--- config.mk ---
export PLATFORM = sky130hd
export DESIGN_NAME = l1_mem_arbiter
export DESIGN_NICKNAME = d
export VERILOG_FILES = /design/src/rtl/l1_mem_arbiter_pkg.sv /design/src/rtl/l1_mem_arbiter_arb.sv /design/src/rtl/l1_mem_arbiter.sv
export SDC_FILE = /design/constraint.sdc
export NUM_CORES = 1
export LEC_CHECK = 0
export CAP_MARGIN = 20
export CORE_AREA = 2 2 225 227
export CTS_CLUSTER_DIAMETER = 150
export DETAILED_ROUTE_END_ITERATION = 8
export DIE_AREA = 0 0 227 229
export GPL_ROUTABILITY_DRIVEN = 0
export PLACE_DENSITY = 0.72
export SYNTH_ARGS = -nofsm -noshare
export SYNTH_HDL_FRONTEND = slang
export SYNTH_SLANG_ARGS = --single-unit
--- constraint.sdc ---
create_clock -name clock -period 2.51 [get_ports clock]
set_input_delay 0.251 -clock clock [delete_from_list [all_inputs] [get_ports clock]]
set_output_delay 0.251 -clock clock [all_outputs]
set_load 0.03 [all_outputs]
--- src/rtl/l1_mem_arbiter_pkg.sv ---
// Shared constants for the L1 memory arbiter: cache geometry, FSM states, owner encoding.
package l1_mem_arbiter_pkg;

    localparam int unsigned L1_BLOCK_WORDS = 4;
    localparam int unsigned L1_WORD_BITS   = 32;

    typedef enum logic [1:0] {
        ST_IDLE = 2'd0,
        ST_XFER = 2'd1,
        ST_DONE = 2'd2
    } arb_state_e;

    typedef enum logic {
        OWN_I = 1'b0,
        OWN_D = 1'b1
    } owner_e;

    // Request attributes latched at grant
    typedef struct packed {
        owner_e      owner;
        logic        we;
        logic [31:0] base;
    } xfer_req_t;

endpackage

--- src/rtl/l1_mem_arbiter_arb.sv ---
// Two-requester round-robin picker; bit 0 = I-cache, bit 1 = D-cache.
module arb_rr2
    import l1_mem_arbiter_pkg::*;
(
    input  logic [1:0] req,
    input  logic       last_grant,
    output logic       grant_valid_c,
    output logic       owner_c
);

    always_comb begin
        grant_valid_c = |req;
        owner_c       = OWN_I;
        if (req == 2'b11) begin
            owner_c = ~last_grant;
        end else if (req[1]) begin
            owner_c = OWN_D;
        end
    end

endmodule

--- src/rtl/l1_mem_arbiter.sv ---
// Shares one word-wide memory port between I- and D-cache refill paths,
// moving whole blocks as word-serial bursts with a one-cycle acknowledge.
module l1_mem_arbiter
    import l1_mem_arbiter_pkg::*;
#(
    parameter  int unsigned BLOCK_WORDS = L1_BLOCK_WORDS,
    localparam int unsigned BW          = L1_WORD_BITS * BLOCK_WORDS,
    localparam int unsigned OFF         = $clog2(BLOCK_WORDS) + 2
) (
    input  logic          clock,
    input  logic          reset,
    input  logic          i_req,
    input  logic [31:0]   i_addr,
    output logic          i_ack,
    output logic [BW-1:0] i_rdata,
    input  logic          d_req,
    input  logic          d_we,
    input  logic [31:0]   d_addr,
    input  logic [BW-1:0] d_wdata,
    output logic          d_ack,
    output logic [BW-1:0] d_rdata,
    output logic          mem_req,
    output logic          mem_we,
    output logic [31:0]   mem_addr,
    output logic [31:0]   mem_wdata,
    input  logic [31:0]   mem_rdata,
    input  logic          mem_ready,
    output logic          busy
);

    localparam int unsigned IDX_W = $clog2(BLOCK_WORDS);
    localparam logic [IDX_W-1:0] LAST_IDX = IDX_W'(BLOCK_WORDS - 1);

    arb_state_e state_q, state_d;
    logic [IDX_W-1:0] idx_q;
    owner_e last_grant_q;
    xfer_req_t xreq_q;
    logic [BLOCK_WORDS-1:0][31:0] wdata_q;
    logic [BLOCK_WORDS-1:0][31:0] i_rdata_q;
    logic [BLOCK_WORDS-1:0][31:0] d_rdata_q;

    logic grant_valid_c;
    logic grant_owner_c;
    logic [31:0] grant_addr_c;

    // Block-offset address bits are deliberately ignored
    logic unused_offset_bits;
    assign unused_offset_bits = ^{i_addr[OFF-1:0], d_addr[OFF-1:0]};

    arb_rr2 u_arb (
        .req           ({d_req, i_req}),
        .last_grant    (last_grant_q),
        .grant_valid_c (grant_valid_c),
        .owner_c       (grant_owner_c)
    );

    assign grant_addr_c = (grant_owner_c == OWN_D) ? d_addr : i_addr;

    always_ff @(posedge clock or negedge reset) begin
        if (!reset) begin
            state_q <= ST_IDLE;
        end else begin
            state_q <= state_d;
        end
    end

    // Next state and memory/ack outputs
    always_comb begin
        state_d   = state_q;
        mem_req   = 1'b0;
        mem_we    = 1'b0;
        mem_addr  = '0;
        mem_wdata = '0;
        i_ack     = 1'b0;
        d_ack     = 1'b0;
        busy      = 1'b1;
        case (state_q)
            ST_IDLE: begin
                busy = 1'b0;
                if (grant_valid_c) begin
                    state_d = ST_XFER;
                end
            end
            ST_XFER: begin
                mem_req   = 1'b1;
                mem_we    = xreq_q.we;
                mem_addr  = xreq_q.base + 32'({idx_q, 2'b00});
                mem_wdata = xreq_q.we ? wdata_q[idx_q] : 32'h0;
                if (mem_ready && (idx_q == LAST_IDX)) begin
                    state_d = ST_DONE;
                end
            end
            ST_DONE: begin
                i_ack   = (xreq_q.owner == OWN_I);
                d_ack   = (xreq_q.owner == OWN_D);
                state_d = ST_IDLE;
            end
            default: begin
                state_d = ST_IDLE;
            end
        endcase
    end

    // Grant latch, word index and read-block capture
    always_ff @(posedge clock or negedge reset) begin
        if (!reset) begin
            idx_q        <= '0;
            last_grant_q <= OWN_I;
            xreq_q       <= '0;
            wdata_q      <= '0;
            i_rdata_q    <= '0;
            d_rdata_q    <= '0;
        end else begin
            case (state_q)
                ST_IDLE: begin
                    if (grant_valid_c) begin
                        xreq_q.owner <= owner_e'(grant_owner_c);
                        xreq_q.we    <= (grant_owner_c == OWN_D) ? d_we : 1'b0;
                        xreq_q.base  <= {grant_addr_c[31:OFF], {OFF{1'b0}}};
                        last_grant_q <= owner_e'(grant_owner_c);
                        idx_q        <= '0;
                        if (grant_owner_c == OWN_D) begin
                            wdata_q <= d_wdata;
                        end
                    end
                end
                ST_XFER: begin
                    if (mem_ready) begin
                        if (!xreq_q.we) begin
                            if (xreq_q.owner == OWN_D) begin
                                d_rdata_q[idx_q] <= mem_rdata;
                            end else begin
                                i_rdata_q[idx_q] <= mem_rdata;
                            end
                        end
                        if (idx_q != LAST_IDX) begin
                            idx_q <= idx_q + IDX_W'(1);
                        end
                    end
                end
                default: begin
                end
            endcase
        end
    end

    assign i_rdata = i_rdata_q;
    assign d_rdata = d_rdata_q;

endmodule

== After elaboration in Yosys (flattened, before gate mapping) ==
Index checks and enable logic that the tools add are counted.
Word-level totals
  register bits: 418
  bits of input ports: 230
  logic and storage cells: 68
Cells by class
  add/subtract/negate cells: 2
  order comparisons: 2
  equality and inequality tests: 9
  mux-type cells: 25
  bitwise operators: 2
  reduce and logical (&&, ||, !) cells: 11
Operators by type and width (count)
  128-bit bitwise mux: 2
  32-bit two-way mux: 6
  32-bit binary-select mux with 2-bit select: 1
  32-bit demux with 2-bit select: 1
  32-bit by 4-bit adder with 32-bit output: 1
  4-bit AND reduction: 3
  2-bit two-way mux: 5
  2-bit inequality test (second input constant): 5
  1-bit two-way mux: 8
  2-bit one-hot mux with 2 select lines: 2
  2-bit == test (second input constant): 3
  2-bit AND reduction: 2
  2-bit by 3-bit < comparator with 1-bit output (second input constant): 1
  3-bit AND reduction: 1
  2-bit by 1-bit adder with 2-bit output (second input constant): 1
  2-bit by 1-bit == test with 1-bit output (second input constant): 1
  2-bit by 1-bit >= comparator with 1-bit output (second input constant): 1
  1-bit logical AND: 2
  2-bit zero test: 1
  1-bit inverter: 2
  2-bit nonzero test: 1
  2-bit OR reduction: 1

== Longest topological paths before layout ==
Gate-level depths: netlist of the first run.
  depth after elaboration: 5
  depth in mapped cells: 9
  mapped depth without buffers: 5

== Cells and area by module ==
From an unflattened synthesis of the first run, not the netlist that was laid out.
Second synthesis, totals
  cells, all modules: 1095
  area, all modules: 17075.1 um2
By module, submodules not included
  l1_mem_arbiter: times used 1, cells an instance 1093, area each 17061.4 um2, sequential area each 10460.0 um2
  arb_rr2: times used 1, cells an instance 2, area each 13.8 um2, sequential area each 0.0 um2

== Worst setup path before layout of the first run ==
No wires, ideal clock.
  path kind: reg2reg
  from: register idx_q[1]
  to: register d_rdata_q (netlist bit d_rdata[36])
  library setup time: 0.128 ns
  data arrival time: 2.146 ns
  required time: 2.382 ns
  path slack: 0.236 ns
  cell stages (with the launch flop): 10
  path through: dfrtp_1 -> clkbuf_1 -> clkbuf_1 -> inv_1 -> ha_1 -> and3b_1 -> and3_1 -> clkbuf_1 -> buf_2 -> mux2_1
On the way
  cells in the longest elaborated chain, start to end: 5
  elaborated cells between the ends (all ways): 6
RTL lines
  from (decl): line l1_mem_arbiter.sv:35  | logic [IDX_W-1:0] idx_q;
  from (signal assigned): line l1_mem_arbiter.sv:137  | idx_q <= idx_q + IDX_W'(1);
  2-bit by 3-bit < comparator with 1-bit output (not written as such) / 2-bit by 1-bit >= comparator with 1-bit output (equally long branches): line l1_mem_arbiter.sv:131  | d_rdata_q[idx_q] <= mem_rdata;
  1-bit logical AND (not written as such): line l1_mem_arbiter.sv:131
  32-bit two-way mux (not written as such): line l1_mem_arbiter.sv:131
  32-bit demux with 2-bit select (*): line l1_mem_arbiter.sv:131
  128-bit bitwise mux (*): line l1_mem_arbiter.sv:131
  to (signal, indexed assignment): line l1_mem_arbiter.sv:131
  to (decl): line l1_mem_arbiter.sv:40  | logic [BLOCK_WORDS-1:0][31:0] d_rdata_q;
Mark *: on every way between the ends. The rest lies on a longest branch, timed or not.
A chain may end at the register's enable or synchronous reset.

== Final worst setup path of the first run ==
  from: register idx_q[0]
  to: output port mem_wdata[25]
On the way
  cells in the longest elaborated chain, start to end: 4
RTL lines
  32-bit binary-select mux with 2-bit select: line l1_mem_arbiter.sv:88  | mem_wdata = xreq_q.we ? wdata_q[idx_q] : 32'h0;
  32-bit two-way mux (not written as such): line l1_mem_arbiter.sv:88
  32-bit two-way mux: line l1_mem_arbiter.sv:88
  32-bit two-way mux: line l1_mem_arbiter.sv:77  | case (state_q)
  to (decl): line l1_mem_arbiter.sv:25  | output logic [31:0] mem_wdata,
Every way passes these cells. The select of a mux whose other input is x is not followed.

==> results.yml, run 1 <==
sta:
  fmax_mhz: 408
  rsz0062_at_grt: "true"
  hold_violations: 0
  timing.final.crit_period_ns: 2.45
  period_share_pct: 97.7
  skew_ns: 0.0230
  maxSlewViolCount: 0
  finalSetupViolCount: 0
  tns_ns: 0
  holdWs_ns: 0.235
  maxSlewHeadroom_pct: 31.2
  worstMarginPinSlew_ns: 1.03
routing:
  drc: 0
  dr.first_iter.drc_count: 440
  wire_per_inst_um: 20.7
  first_pass_iters: 4
  viasPerCell: 4.85
  wl_mm: 49.5
  vias: 11600
  postRouteAntennaNets: 0
cells_and_area:
  syn2layout_area_growth_pct: 45.8
  multi_input_area_um2: 6460
  fin_nets: 1914
  seqCellArea_um2: 10500
  final_cell_mix: "clkdlybuf4s50_1 (479), dfrtp_1 (417), mux2_2 (329), nand2_1 (60), buf_4 (59)"
  fillerInstances: 4344
  mostFrequentLayoutCell: "clkdlybuf4s50_1"
  drive_gt1_share_pct: 34.0
logic_synthesis:
  synth_top_family_by_area: "multiplexers"
  synth_compound_area_share_pct: 2.09
  yosysUniqueCellTypes: 35
  synth_adder_area_share_pct: 0.290
  ys_seq_elements: 418
  syn_inst: 1138
  synth-xor-area-share_pct: 0
  ys_seq_area_share_pct: 60.7
  avgSynthCellArea_um2: 15.1
  synth-simple-area-share_pct: 4.49
  netlist_area_um2: 17200
  ys_warn_count: 0
  synthMuxAreaShare_pct: 30.0
grt:
  antenna_found_initial: 6
  grt-ovfl-total: 0
  grt.total_usage_pct: 18.8
  grt_pass1_vias: 12600
  grt_pass1_wl_mm: 74.5
  grt_max_degree: 84
cts:
  post-cts-setup-buffers: 0
  cts_tree: "yes"
  cts.sinks: 418
  clkLatencyLatePin_ns: 0.57
  cts_buffers: 46
  clock_path_buffers: 3
  cts.clk_slew.worst_paths_ns: 0.06
  clockRootBuffer: "clkbuf_16"
  h-tree-depth: 2
die:
  core-area_um2: 49700
  start_util_pct: 34.7
  core.rowCount: 82
  pin_count: 555
  die_w_um: 227
  die_y_um: 229
  dieArea_um2: 52000
setup_path:
  crit_start: "idx_q[0]$_DFFE_PN0P_"
  r2r_end: "i_rdata[100]$_DFFE_PN0P_"
  crit_arrival_ns: 2.20
  startpoint_type: "flip-flop"
  reg2reg_depth: 5
  cp.required_ns: 2.26
  rr_startpoint: "idx_q[0]$_DFFE_PN0P_"
  worst-setup-path-type: "flip-flop to primary output"
  cp-endpoint: "mem_wdata[25]"
  critPathMaxFanout: 17
  rrSetupSlack_ns: 0.28
  end_kind: "primary output"
place:
  dp.final_hpwl_mm: 34.8
  port_buffers: 544
power_and_ir_drop:
  total_power_w: 0.0378
  cellPowerDensity_nw_per_um2: 1500
  ir_drop_uv: 1080
  power.leakage_nw: 10.9
flow_run:
  maxCapViolCount: 0
hold_path:
  worstHoldPathType: "primary input to async pin"
run_status:
  outcome: "finished, final reports clean"
[critical path, cell delays in order, from the launching register on]
cell and delay [ns]:
dfrtp_2 0.49, buf_12 0.24, mux4_2 0.54, and3_4 0.21
buf_12 0.13
[cell usage after synthesis]
cell       number  share of area, %
and3_1         34               1.2
nand4_1         1             0.036
nand2b_1        1             0.036
buf_6           3              0.20
nor2_1          6              0.13
a311oi_1        1             0.051
conb_1          1             0.022
buf_4           2             0.087
ha_1            4              0.29
mux2_2        329                21
a21bo_2         1             0.058
inv_1           6              0.13
dfrtp_1       418                61
mux2i_1         2              0.12
and2b_1         1             0.044
or4_1           1             0.044
clkbuf_1       34              0.74
nand4bb_1       1             0.065
a31oi_1        28               1.0
nor3b_2         1             0.073
a21boi_1        1             0.044
or2_2           1             0.036
a32oi_1         1             0.051
mux4_2         32               4.2
buf_2          43               1.2
mux2_1         25               1.6
and2_1         31               1.1
nand2_1        61               1.3
and3b_1         2              0.10
mux2_4         30               2.6
o21ai_0         2             0.058
nor3b_1         3              0.13
a21oi_1        28              0.81
nand3_1         2             0.058
nand4b_1        1             0.051
[stage by stage]
| stage | util, % | setup slack (ns) | std cells | area (µm²) |
|---|---|---|---|---|
| 3_5_place_dp | 47.3 | 0.280 | 2302 | 23500 |
| 6_report | 50.6 | 0.0588 | 2390 | 25100 |
| 2_1_floorplan | - | 0.236 | 1139 | 17200 |
| 4_1_cts | 50.5 | -0.0130 | 2384 | 25100 |
| 3_3_place_gp | 47.3 | 0.298 | 2302 | 23500 |
| 5_1_grt | 50.6 | -0.0210 | 2389 | 25100 |
[cells by family after synthesis]
| group | after synthesis |
|---|---|
| AOI/OAI and AO/OA | 62 |
| muxes | 418 |
| other | 1 |
| buffers and inverters | 88 |
| adders and majority gates | 4 |
| DFF | 418 |
| and+or+nand+nor | 147 |
[how the worst min path moves through the flow]
stage	from	to	slack (ns)	depth (start not counted)
after floorplan	reset	d_rdata[0]$_DFFE_PN0P_	-0.04	0
after global placement	reset	d_rdata[100]$_DFFE_PN0P_	0.22	1
after detailed placement	reset	d_rdata[100]$_DFFE_PN0P_	0.22	1
after CTS	i_addr[25]	xreq_q[25]$_DFFE_PN0P_	0.20	3
after global routing	i_addr[24]	xreq_q[24]$_DFFE_PN0P_	0.24	3
final	reset	d_rdata[100]$_DFFE_PN0P_	0.23	2
[state kept, by name, summed over array words and instances (netlist names)]
register  cells
d_rdata     128
i_rdata     128
wdata_q     128
xreq_q       30
idx_q         2
state_q       2
[power by group]
group          switching [W]  leakage (nW)  total, W  internal, W
registers            0.00188          5.05    0.0120       0.0102
logic                0.00996          5.08    0.0190      0.00907
clock network        0.00271         0.759   0.00676      0.00405
total                 0.0146          10.9    0.0378       0.0233
[what timing repair did]
action                     4_1_cts  5_1_grt
hold buffers                     1        0
setup endpoints to repair       30       14
cloned                           1        0
hold endpoints to repair        46        0
gates resized for setup         20        7
[area by class of cell]
cell class	count	area share (%)
timing repair buffer	575	23.2
antenna	6	0.0597
sequential	418	41.6
clock inverter	20	0.821
inverter	6	0.0896
clock buffer	60	5.19
multi-input combinational	633	25.7
tap	672	3.34
[per-layer routing]
metal  vias up  GRT usage [%]  routed length, µm
li1       5144              -                  -
met4         0           7.78               1880
met5         -              0                  0
met1      5906           21.2              19000
met3        94           5.36               3620
met2       438           33.0              25000
(Power assumes the default switching activity.)
==> run 2, diff against run 1 <==
- CORE_AREA: 2 2 225 227 -> 2 2 224 226
- DIE_AREA: 0 0 227 229 -> 0 0 226 228
- SYNTH_HIERARCHICAL: unset -> 1
==> run 2 against run 1 <==
Cell area rose by 0.51%. Global-route usage rose by 0.28 points. Fmax rose by 1.1%. Clock-buffer cell count rose by 6. Clock power fell by 3%. Register-to-register slack got worse by 0.14 ns. Non-clock buffer count rose by 23. Wire length barely moved. Highest routed layer unchanged. Sequential power barely moved.
==> results.yml, run 2 <==
cells_and_area:
  syn2layout_area_growth_pct: 48.0
  antenna-diode-count: 0
  fin_nets: 1904
  mostFrequentLayoutCell: "clkdlybuf4s50_1"
  post-route-util_pct: 51.2
  stdcell_count: 2370
  drive_gt1_share_pct: 34.2
  final_cell_mix: "clkdlybuf4s50_1 (478), dfrtp_1 (416), mux2_2 (340), buf_4 (82), clkbuf_16 (48)"
logic_synthesis:
  yosys-top-cells-area: "dfrtp_1 (61%), mux2_2 (22%), mux4_2 (4.2%), mux2_1 (2.9%), mux2i_1 (1.6%)"
  yosysUniqueCellTypes: 31
  ys_seq_elements: 418
  synth_top_area_cell: "dfrtp_1"
  ys_warn_count: 6
  avgSynthCellArea_um2: 15.6
  synth_async_sr_flop_share_pct: 100
  synth_edf_count: 0
  syn_inst: 1095
  ys_seq_area_share_pct: 61.3
  netlist_area_um2: 17100
  synthTopCellsByCount: "dfrtp_1 (418), mux2_2 (340), mux2_1 (44), nand2_1 (33)"
  synth_flop_cell: "dfrtp_1"
  synthMostInstantiatedCell: "dfrtp_1"
  synth_top_area_share_pct: 61.3
power_and_ir_drop:
  cellPowerDensity_nw_per_um2: 1450
  power.leakage_nw: 10.8
  p_int_w: 0.0226
  total_power_w: 0.0366
  combPwrFrac_pct: 49.5
  pwr-share-clk_pct: 18.0
  swShare_pct: 38.1
  ir_drop_uv: 601
  p_seq_share_pct: 32.5
  switchingPower_w: 0.0139
die:
  die_y_um: 228
  dieArea_um2: 51500
  die_w_um: 226
  pin_count: 555
  core-area_um2: 49300
  core.rowCount: 82
  start_util_pct: 34.6
routing:
  postRouteAntennaNets: 0
  wl_mm: 49.4
  wire_per_inst_um: 20.9
  viasPerCell: 4.79
  drc: 0
  vias: 11300
  first_pass_iters: 4
  dr.first_iter.drc_count: 466
sta:
  rsz0062_at_grt: "true"
  hold_violations: 0
  finalSetupViolCount: 0
  period_share_pct: 96.6
  timing.final.crit_period_ns: 2.42
  fin_ws_ns: 0.0855
  skew_ns: 0.0318
  holdWs_ns: 0.295
  worstMarginPinSlew_ns: 0.752
  maxSlewViolCount: 0
  fmax_mhz: 412
  maxSlewHeadroom_pct: 49.9
setup_path:
  crit_family: "flip-flops"
  end_kind: "primary output"
  max_stage_delay_ns: 0.51
  critPathMaxFanout: 9
  cp.required_ns: 2.26
  crit_arrival_ns: 2.17
  startpoint_type: "flip-flop"
  worstPathCellList: "clkbuf_16 -> mux4_2 -> and3_4 -> buf_4"
  crit_buf_inv: 2
  worst-setup-path-type: "flip-flop to primary output"
  cp_slowest_cell: "dfrtp_2"
grt:
  antenna_found_initial: 0
  grt_pass1_wl_mm: 74.6
  grt.total_usage_pct: 19.1
  grt_pass1_vias: 12200
  grt-ovfl-total: 0
  grt_max_degree: 81
place:
  port_buffers: 544
  place_inst: 2291
  pre_cts_ws_ns: 0.139
  dp.final_hpwl_mm: 35.1
cts:
  clockRootBuffer: "clkbuf_16"
  clkLatencyLatePin_ns: 0.57
  cts_tree: "yes"
  cts.clk_slew.worst_paths_ns: 0.06
  cts_buffers: 45
  cts.sinks: 418
  h-tree-depth: 2
  clock_path_buffers: 3
hold_path:
  worstHoldPathType: "primary input to flip-flop"
flow_run:
  maxCapViolCount: 0
run_status:
  outcome: "finished, final reports clean"
-- run 2: metal layers --
metal  GRT usage [%]  vias to the layer above  routed length [µm]
li1                -                     5073                   -
met1            22.8                     5748               19700
met2            32.1                      420               24000
met3            6.35                      101                4140
met4            6.50                        0                1610
met5               0                        -                   0
-- run 2: stage by stage --
| step | setup TNS, ns | instance area [µm²] |
|---|---|---|
| 2_1_floorplan | 0 | 17100 |
| 3_3_place_gp | 0 | 23600 |
| 3_5_place_dp | 0 | 23600 |
| 4_1_cts | 0 | 25200 |
| 5_1_grt | -0.0169 | 25300 |
| 6_report | 0 | 25300 |
-- run 2: final timing paths --
path / startpoint / to / slack (ns) / cells after the start
worst max-delay path: idx_q[0]$_DFFE_PN0P_ / mem_wdata[23] / 0.09 / 4
worst min-delay path: d_wdata[117] / wdata_q[117]$_DFFE_PN0P_ / 0.29 / 2
worst max register to register: idx_q[0]$_DFFE_PN0P_ / i_rdata[100]$_DFFE_PN0P_ / 0.14 / 6
worst min register to register: xreq_q[25]$_DFFE_PN0P_ / xreq_q[25]$_DFFE_PN0P_ / 0.47 / 2
max in group asynchronous: reset / wdata_q[57]$_DFFE_PN0P_ / 1.26 / 4
min in group asynchronous: reset / wdata_q[5]$_DFFE_PN0P_ / 0.31 / 2
-- run 2: cell families after synthesis --
kind of cell             synth area share [%]
AO/OA/AOI/OAI                            1.07
multiplexers                             31.2
adder cells (fa/ha/maj)                 0.293
AND/OR/NAND/NOR                          3.97
other                                  0.0220
buffers and inverters                    2.20
flip-flops                               61.3
-- run 2: cell type report --
| type | instances | area [µm²] |
|---|---|---|
| tap | 672 | 841 |
| inverter | 7 | 26.3 |
| sequential | 418 | 10500 |
| timing repair buffer | 598 | 6100 |
| clock buffer | 66 | 1370 |
| multi-input combinational | 600 | 6350 |
| clock inverter | 9 | 113 |
| fill | 4126 | 24100 |
-- run 2: timing repair --
item                                   4_1_cts  5_1_grt
setup buffers                                0        1
endpoints found under the hold margin       67        0
hold buffers                                 1        0
setup endpoints to repair                   63       12
gates cloned                                 0        2
resized for setup                           13       11
-- run 2: worst register-to-register path: stages (launching register included) --
cell and delay [ns]:
dfrtp_2 0.51, buf_4 0.19, ha_1 0.18, nand2_1 0.09
or4_2 0.66, buf_12 0.23, mux2_1 0.37
-- run 2: power groups by stage --
stage          sequential [W]  combinational (W)  clock (W)
2_1_floorplan          0.0157            0.00646          0
3_3_place_gp           0.0118             0.0178          0
3_5_place_dp           0.0119             0.0180          0
4_1_cts                0.0119             0.0181    0.00677
5_1_grt                0.0123             0.0190    0.00707
6_report               0.0119             0.0181    0.00658
==> run 3, diff against run 2 <==
- clock period: 2.51 -> 2.6 ns (I/O delays scaled with it)
==> run 3 against run 2 <==
Cell count grew 0.25%. Utilization shrank 0.17 points. Clock skew shrank 0.013 ns. Clock-buffer cell count grew 4. Critical path type unchanged. Largest power group unchanged.
==> results.yml, run 3 (synthesized netlist as in run 2, its figures left out) <==
run_status:
  outcome: "finished, final reports clean"
cells_and_area:
  final_cell_mix: "clkdlybuf4s50_1 (479), dfrtp_1 (416), mux2_2 (340), buf_4 (92), clkbuf_16 (48)"
  fin_area_um2: 25200
  syn2layout_area_growth_pct: 47.5
  mostFrequentLayoutCell: "clkdlybuf4s50_1"
  fin_nets: 1902
  drive_gt1_share_pct: 33.4
routing:
  wl_met1_mm: 19.8
  top_layer_used: "met4"
  met2_length_mm: 24.3
  drc: 0
  postRouteAntennaNets: 0
  first_pass_iters: 4
  routed-wl-met3_mm: 4.08
  vias: 11200
  wl_mm: 49.3
  viasPerCell: 4.72
  dr.first_iter.drc_count: 354
  wire_per_inst_um: 20.7
sta:
  worstMarginPinSlew_ns: 0.673
  maxSlewHeadroom_pct: 55.1
  finalSetupViolCount: 0
  hold_violations: 0
  period_share_pct: 95.2
  maxSlewViolCount: 0
  timing.final.crit_period_ns: 2.48
  skew_ns: 0.0190
  tns_ns: 0
  rsz0062_at_grt: "false"
  fmax_mhz: 404
cts:
  h-tree-depth: 2
  cts.sinks: 418
  clock_path_buffers: 3
  cts_buffers: 45
  clkLatencyLatePin_ns: 0.56
  post-cts-setup-buffers: 0
  cts_tree: "yes"
  clockRootBuffer: "clkbuf_16"
  cts.clk_slew.worst_paths_ns: 0.06
die:
  start_util_pct: 34.6
  core.rowCount: 82
  dieArea_um2: 51500
  die_y_um: 228
  die_w_um: 226
  core-area_um2: 49300
  pin_count: 555
hold_path:
  worstHoldPathType: "primary input to async pin"
setup_path:
  worst-setup-path-type: "flip-flop to primary output"
  cp.required_ns: 2.34
  end_kind: "primary output"
  reg2reg_depth: 5
  critPathMaxFanout: 8
  crit_arrival_ns: 2.22
  startpoint_type: "flip-flop"
flow_run:
  maxCapViolCount: 0
grt:
  grt_max_degree: 81
  grt_pass1_vias: 12100
  grt_pass1_wl_mm: 74.7
  grt-ovfl-total: 0
  grt.total_usage_pct: 19.1
  antenna_found_initial: 1
place:
  postPlaceCellArea_um2: 23600
  dp.final_hpwl_mm: 35.2
  port_buffers: 544
power_and_ir_drop:
  ir_drop_uv: 643
  cellPowerDensity_nw_per_um2: 1410
  power.leakage_nw: 10.8
-- run 3: layout make-up --
type / count / area, µm²
antenna: 2 / 5.00
timing repair buffer: 596 / 5970
tap: 672 / 841
clock inverter: 11 / 215
clock buffer: 70 / 1340
inverter: 7 / 26.3
sequential: 418 / 10500
fill: 4162 / 24200
multi-input combinational: 600 / 6320
-- run 3: critical path: stages (launching register included) --
cell and delay (ns):
dfrtp_1 0.45, nand2b_2 0.34, nor2_1 0.14, clkdlybuf4s50_1 0.72
-- run 3: path summary, 6_finish.rpt --
path                                        start                        to  slack, ns
min reg2reg                xreq_q[15]$_DFFE_PN0P_    xreq_q[15]$_DFFE_PN0P_       0.47
min in group clock                   d_wdata[101]  wdata_q[101]$_DFFE_PN0P_       0.31
min                                         reset   i_rdata[67]$_DFFE_PN0P_       0.31
max in group asynchronous                   reset  d_rdata[118]$_DFFE_PN0P_       1.36
max                        state_q[1]$_DFFE_PN0P_               mem_addr[2]       0.12
max reg2reg                  idx_q[0]$_DFFE_PN0P_  i_rdata[100]$_DFFE_PN0P_       0.40
-- run 3: timing repair --
item                       CTS  global route
hold buffers                 1             0
gates cloned                 0             1
gates resized for setup      3             5
hold endpoints to repair    65             0
setup endpoints to repair   44             7
-- run 3: report_power, final --
group	leakage (nW)	total, W	switching, W	internal [W]
Clock	0.756	0.00671	0.00257	0.00414
Sequential	5.10	0.0115	0.00171	0.00975
Combinational	4.97	0.0173	0.00913	0.00816
-- run 3: metal layers --
layer	global-route usage, %	vias up
met5	0	-
met4	5.22	0
met3	6.41	66
met2	32.6	392
met1	22.8	5679
li1	-	5069
-- run 3: metrics by stage --
stage / setup slack (ns) / util, % / power, W / cells / hold slack [ns]
5_1_grt: 0.0339 / 51.0 / 0.0372 / 2375 / 0.279
2_1_floorplan: 0.338 / - / 0.0214 / 1096 / -0.0356
4_1_cts: 0.00201 / 50.9 / 0.0358 / 2373 / 0.274
3_3_place_gp: 0.144 / 47.7 / 0.0285 / 2291 / 0.306
3_5_place_dp: 0.0999 / 47.7 / 0.0289 / 2291 / 0.307
6_report: 0.124 / 51.0 / 0.0355 / 2376 / 0.305
